--- src/rtl/pe_sched_pkg.sv ---
// Shared types and defaults for the PE row scheduler.
// State encoding, widths and MAC pipeline latency.
package pe_sched_pkg;

  localparam int ADDR_W_D = 4;
  localparam int CNT_W_D  = 8;
  localparam int STR_W_D  = 3;
  localparam int PIPE_LAT = 1;

  typedef enum logic [2:0] {
    S_IDLE  = 3'd0,
    S_WAIT  = 3'd1,
    S_MAC   = 3'd2,
    S_DRAIN = 3'd3,
    S_OUT   = 3'd4,
    S_SHIFT = 3'd5,
    S_DONE  = 3'd6
  } state_t;

endpackage

--- src/rtl/pe_sched_if.sv ---
// PE-side bundle: buffer status in, spad/MAC/psum control out.
// master = scheduler, slave = PE datapath and buffer controllers.
interface pe_sched_if #(
  parameter int ADDR_W = 4,
  parameter int STR_W  = 3
);
  logic              filt_ready;
  logic [ADDR_W:0]   if_count;
  logic              psum_ready;
  logic [ADDR_W-1:0] filt_addr;
  logic [ADDR_W-1:0] if_addr;
  logic              mac_en;
  logic              acc_clr;
  logic              psum_valid;
  logic              if_pop;
  logic [STR_W-1:0]  if_pop_cnt;

  modport master (
    input  filt_ready, if_count, psum_ready,
    output filt_addr, if_addr, mac_en, acc_clr,
    output psum_valid, if_pop, if_pop_cnt
  );

  modport slave (
    output filt_ready, if_count, psum_ready,
    input  filt_addr, if_addr, mac_en, acc_clr,
    input  psum_valid, if_pop, if_pop_cnt
  );
endinterface

--- src/rtl/pe_row_scheduler.sv ---
// Sequences one PE through a 1-D row convolution:
// tap stepping, accumulator clear, psum handshake and ifmap pops.
module pe_row_scheduler
  import pe_sched_pkg::*;
#(
  parameter int ADDR_W = ADDR_W_D,
  parameter int CNT_W  = CNT_W_D,
  parameter int STR_W  = STR_W_D
) (
  input  logic              clk,
  input  logic              rstn,
  input  logic              start,
  input  logic [ADDR_W-1:0] filt_len,
  input  logic [STR_W-1:0]  stride,
  input  logic [CNT_W-1:0]  num_out,
  pe_sched_if.master        pe,
  output logic              busy,
  output logic              done,
  output logic              err
);

  state_t state, nxt;

  logic [ADDR_W-1:0] k;
  logic [CNT_W-1:0]  out_cnt;
  logic [CNT_W-1:0]  cnt_inc;
  logic [ADDR_W-1:0] len_q;
  logic [STR_W-1:0]  str_q;
  logic [CNT_W-1:0]  num_q;
  logic              bad_q;
  logic              mac_en;
  logic              acc_clr;
  logic              psum_valid;
  logic              if_pop;
  logic              data_ok;

  assign cnt_inc = out_cnt + CNT_W'(1);
  assign data_ok = pe.filt_ready &&
                   (pe.if_count >= {1'b0, len_q});

  // Legality is judged on the latched config in WAIT,
  // so a bad start still spends one busy cycle.
  always_comb begin
    nxt        = state;
    mac_en     = 1'b0;
    acc_clr    = 1'b0;
    psum_valid = 1'b0;
    if_pop     = 1'b0;
    done       = 1'b0;
    err        = 1'b0;
    busy       = (state != S_IDLE);
    unique case (state)
      S_IDLE: begin
        if (start) nxt = S_WAIT;
      end
      S_WAIT: begin
        if (bad_q)        nxt = S_DONE;
        else if (data_ok) nxt = S_MAC;
      end
      S_MAC: begin
        mac_en  = 1'b1;
        acc_clr = (k == '0);
        if (k == len_q - ADDR_W'(1)) nxt = S_DRAIN;
      end
      S_DRAIN: begin
        if (k == ADDR_W'(PIPE_LAT - 1)) nxt = S_OUT;
      end
      S_OUT: begin
        psum_valid = 1'b1;
        if (pe.psum_ready)
          nxt = (cnt_inc == num_q) ? S_DONE : S_SHIFT;
      end
      S_SHIFT: begin
        if_pop = 1'b1;
        nxt    = S_WAIT;
      end
      S_DONE: begin
        done = 1'b1;
        err  = bad_q;
        nxt  = S_IDLE;
      end
      default: nxt = S_IDLE;
    endcase
  end

  always_ff @(posedge clk or negedge rstn) begin
    if (!rstn) begin
      state   <= S_IDLE;
      k       <= '0;
      out_cnt <= '0;
      len_q   <= '0;
      str_q   <= '0;
      num_q   <= '0;
      bad_q   <= 1'b0;
    end else begin
      state <= nxt;
      if (state == S_IDLE && start) begin
        len_q   <= filt_len;
        str_q   <= stride;
        num_q   <= num_out;
        bad_q   <= (filt_len == '0) || (stride == '0) ||
                   (num_out == '0);
        out_cnt <= '0;
      end
      // k doubles as the drain-latency counter
      if ((state == S_MAC || state == S_DRAIN) && nxt == state)
        k <= k + ADDR_W'(1);
      else
        k <= '0;
      if (state == S_OUT && pe.psum_ready)
        out_cnt <= cnt_inc;
    end
  end

  assign pe.mac_en     = mac_en;
  assign pe.acc_clr    = acc_clr;
  assign pe.filt_addr  = mac_en ? k : '0;
  assign pe.if_addr    = mac_en ? k : '0;
  assign pe.psum_valid = psum_valid;
  assign pe.if_pop     = if_pop;
  assign pe.if_pop_cnt = if_pop ? str_q : '0;

endmodule

--- src/flat_wrapper.sv ---
// flat-port wrapper written by rule: the top's interface ports become plain ports
module pe_row_scheduler_flat import pe_sched_pkg::*;
#(
  parameter int ADDR_W = ADDR_W_D,
  parameter int CNT_W  = CNT_W_D,
  parameter int STR_W  = STR_W_D
)
  (clk, rstn, start, filt_len, stride, num_out, busy, done, err, pe_filt_ready, pe_if_count, pe_psum_ready, pe_filt_addr, pe_if_addr, pe_mac_en, pe_acc_clr, pe_psum_valid, pe_if_pop, pe_if_pop_cnt);
  pe_sched_if #(.ADDR_W(ADDR_W), .STR_W(STR_W)) pe_i ();
  input  logic clk;
  input  logic rstn;
  input  logic start;
  input  logic [ADDR_W-1:0] filt_len;
  input  logic [STR_W-1:0] stride;
  input  logic [CNT_W-1:0] num_out;
  output logic busy;
  output logic done;
  output logic err;
  input wire logic [$bits(pe_i.filt_ready)-1:0] pe_filt_ready;
  input wire logic [$bits(pe_i.if_count)-1:0] pe_if_count;
  input wire logic [$bits(pe_i.psum_ready)-1:0] pe_psum_ready;
  output wire logic [$bits(pe_i.filt_addr)-1:0] pe_filt_addr;
  output wire logic [$bits(pe_i.if_addr)-1:0] pe_if_addr;
  output wire logic [$bits(pe_i.mac_en)-1:0] pe_mac_en;
  output wire logic [$bits(pe_i.acc_clr)-1:0] pe_acc_clr;
  output wire logic [$bits(pe_i.psum_valid)-1:0] pe_psum_valid;
  output wire logic [$bits(pe_i.if_pop)-1:0] pe_if_pop;
  output wire logic [$bits(pe_i.if_pop_cnt)-1:0] pe_if_pop_cnt;
  assign pe_i.filt_ready = pe_filt_ready;
  assign pe_i.if_count = pe_if_count;
  assign pe_i.psum_ready = pe_psum_ready;
  assign pe_filt_addr = pe_i.filt_addr;
  assign pe_if_addr = pe_i.if_addr;
  assign pe_mac_en = pe_i.mac_en;
  assign pe_acc_clr = pe_i.acc_clr;
  assign pe_psum_valid = pe_i.psum_valid;
  assign pe_if_pop = pe_i.if_pop;
  assign pe_if_pop_cnt = pe_i.if_pop_cnt;
  pe_row_scheduler #(.ADDR_W(ADDR_W), .CNT_W(CNT_W), .STR_W(STR_W)) u_core (.clk(clk), .rstn(rstn), .start(start), .filt_len(filt_len), .stride(stride), .num_out(num_out), .pe(pe_i), .busy(busy), .done(done), .err(err));
endmodule
--- config.mk ---
export PLATFORM = sky130hd
export DESIGN_NAME = pe_row_scheduler_flat
export DESIGN_NICKNAME = d
export VERILOG_FILES = /design/src/rtl/pe_sched_pkg.sv /design/src/rtl/pe_sched_if.sv /design/src/rtl/pe_row_scheduler.sv /design/src/flat_wrapper.sv
export SDC_FILE = /design/constraint.sdc
export NUM_CORES = 1
export LEC_CHECK = 0
export BUFFER_PORTS_ARGS = -buffer_cell sky130_fd_sc_hd__buf_4
export CAP_MARGIN = 20
export CORE_ASPECT_RATIO = 1.4
export CORE_MARGIN = 1
export CORE_UTILIZATION = 24
export DETAILED_ROUTE_END_ITERATION = 16
export SETUP_SLACK_MARGIN = 0.05
export SKIP_CTS_REPAIR_TIMING = 1
export SYNTH_ARGS = -nofsm -noshare
export SYNTH_HDL_FRONTEND = slang
export SYNTH_SLANG_ARGS = --single-unit
--- constraint.sdc ---
create_clock -name clk -period 2.7 [get_ports clk]
set_input_delay 0.81 -clock clk [delete_from_list [all_inputs] [get_ports clk]]
set_output_delay 0.81 -clock clk [all_outputs]
set_load 0.03 [all_outputs]
==> impl_metrics.json <==
{
  "status": "completed",
  "synth_seq_cells": 31,
  "power_w": 0.00218,
  "via_per_inst": 4.66,
  "critPathBufInv": 2,
  "yosysUniqueCellTypes": 45,
  "io_buffers": 42,
  "cts_tree": "built",
  "peakVddDrop_v": 0.000394,
  "cts_buffer_depth": 2,
  "area_growth_pct": 22.8,
  "die-height_um": 109,
  "wl_met2_um": 2160,
  "placed_area_um2": 2330,
  "antenna_cells": 0,
  "final-setup-viol-count": 0,
  "setup_ws_ns": 0.312,
  "rsz0062_at_grt": "no",
  "wl_per_cell_um": 12.3,
  "dieArea_um2": 8620,
  "pre_cts_slack_ns": 0.613,
  "io_pins": 43,
  "tns_ns": 0,
  "synthTopCellsByCount": "nand2_1 (48), dfrtp_1 (31), o21ai_0 (16)",
  "synthTopCellsByArea": "dfrtp_1 (39%), nand2_1 (9.1%), ha_1 (5.1%)",
  "synth_top_area_cell": "dfrtp_1",
  "htreeDepth": 2,
  "fin_crit_sh": 0.885,
  "synth_most_common_cell": "nand2_1",
  "period_needed_ns": 2.39,
  "cp_slowest_cell": "dfrtp_1",
  "place_hpwl_um": 3480,
  "antenna_found_initial": 0,
  "drc": 0,
  "grt_start_max_net_pins": 32,
  "clockRootBuffer": "clkbuf_8",
  "worst-path-max-fanout": 11,
  "clock-skew-final_ns": 0.00922,
  "cp-start-kind": "flip-flop",
  "nets": 295,
  "slew_viol_final": 0,
  "syn_area_um2": 1980,
  "core_area_um2": 7890,
  "syn_inst": 226,
  "power_density_nw_per_um2": 896,
  "cap_violations": 0,
  "synth_ff_type": "dfrtp_1",
  "crit_type": "flip-flop to primary output",
  "place_congestion": 0.788,
  "ant_nets": 0,
  "clk_pin_slew_ns": 0.07,
  "synth_top_area_frac": 0.392,
  "synth_edf_count": 0,
  "wl_um": 4470,
  "synth_nets": 259,
  "hold_ws_ns": 0.449,
  "worstPathArrival_ns": 1.58,
  "crit_family": "simple AND/OR/NAND/NOR gates",
  "grt_pass1_vias": 1611,
  "syn_area_per_cell_um2": 8.76,
  "p_leak_nw": 1.16,
  "grt_usage": 0.113,
  "fin_area_um2": 2430,
  "overflow": 0,
  "cp_data_required_time_ns": 1.89,
  "async_flop_share": 1.00,
  "slowest_delay_ns": 0.47,
  "rows": 38,
  "worstPathCellList": "inv_1 -> nand2_1 -> nor2_1 -> and2_1 -> buf_4",
  "hold_class": "primary input to asynchronous set/reset pin",
  "clock_sinks": 31,
  "start_util": 0.251,
  "worst_pin_slew_ns": 0.520,
  "die_w_um": 78.8,
  "max_freq_ghz": 0.419,
  "clk-insertion-delay-late_ns": 0.28,
  "cts_buffers": 5,
  "wl_met1_um": 1990,
  "drt-initial-drc-count": 43,
  "worstSetupEndpointType": "primary output",
  "met3_length_um": 168,
  "final-hold-violation-count": 0,
  "max-slew-margin-rel": 0.652,
  "first_pass_iters": 4,
  "final_layout_size_suffix_gt1_frac": 0.224,
  "ys_seq_area_frac": 0.392,
  "highest_layer": "met4",
  "vias": 1690,
  "grt_pass1_wl_um": 7470,
  "ys_warn_count": 0
}
## final timing paths
| path | depth (start not counted) | start | endpoint | slack, ns |
|---|---|---|---|---|
| min in group clk | 2 | u_core.str_q[2] | u_core.str_q[2] | 0.48 |
| setup reg to reg | 6 | u_core.out_cnt[0] | u_core.state[0] | 0.74 |
| hold / removal | 1 | rstn | u_core.k[0] | 0.45 |
| setup / recovery | 5 | u_core.state[2] | pe_if_addr[3] | 0.31 |
| max in group asynchronous | 1 | rstn | u_core.out_cnt[2] | 1.94 |
| hold reg to reg | 2 | u_core.str_q[2] | u_core.str_q[2] | 0.48 |
## final cells by class
cell class                 instances  area [um2]
sequential                        31         776
inverter                          11        41.3
multi-input combinational        170        1060
clock inverter                     1        7.51
fill                             877        5460
tap                              100         125
timing repair buffer              43         323
clock buffer                       7        96.3
## logic make-up after synthesis
family          after synthesis  share of synthesized area
simple gates                103                      0.259
compound gates               40                      0.133
flops                        31                      0.392
buf+inv                      25                     0.0721
xor+xnor                     17                     0.0828
fa+ha+maj                     8                     0.0506
mux                           2                     0.0101
## per-layer routing
metal	up-vias	GRT usage
li1	842	-
met4	0	0.0661
met1	785	0.135
met3	12	0.0207
met5	-	0
met2	51	0.189
## placed cells by master (no fill, tap or decap), types with 4 or more instances in the layout
master,instances
dfrtp_1,31
inv_1,11
and2_1,8
and3_1,5
xor2_1,6
nand2b_1,4
nand2_1,48
nor3_1,5
buf_4,43
xnor2_1,10
ha_1,8
o21ai_0,16
nor2_1,11
nand3_1,5
clkbuf_8,7
## through the flow
stage / utilization / cells
global route: 0.308 / 363
finish: 0.308 / 363
global placement: 0.295 / 355
CTS: 0.308 / 363
detailed placement: 0.295 / 355
floorplan: - / 226
## power by group
part | internal [W] | switching, W | total (W)
logic | 0.000428 | 0.000554 | 0.000982
registers | 0.000622 | 0.000165 | 0.000787
clock network | 0.000232 | 0.000177 | 0.000408
total | 0.00128 | 0.000895 | 0.00218
## state kept, by name, summed over array words and instances, names as in the netlist
signal	flops
u_core.num_q	8
u_core.out_cnt	8
u_core.k	4
u_core.len_q	4
u_core.state	3
u_core.str_q	3
u_core.bad_q	1
(Power assumes the default switching activity.)
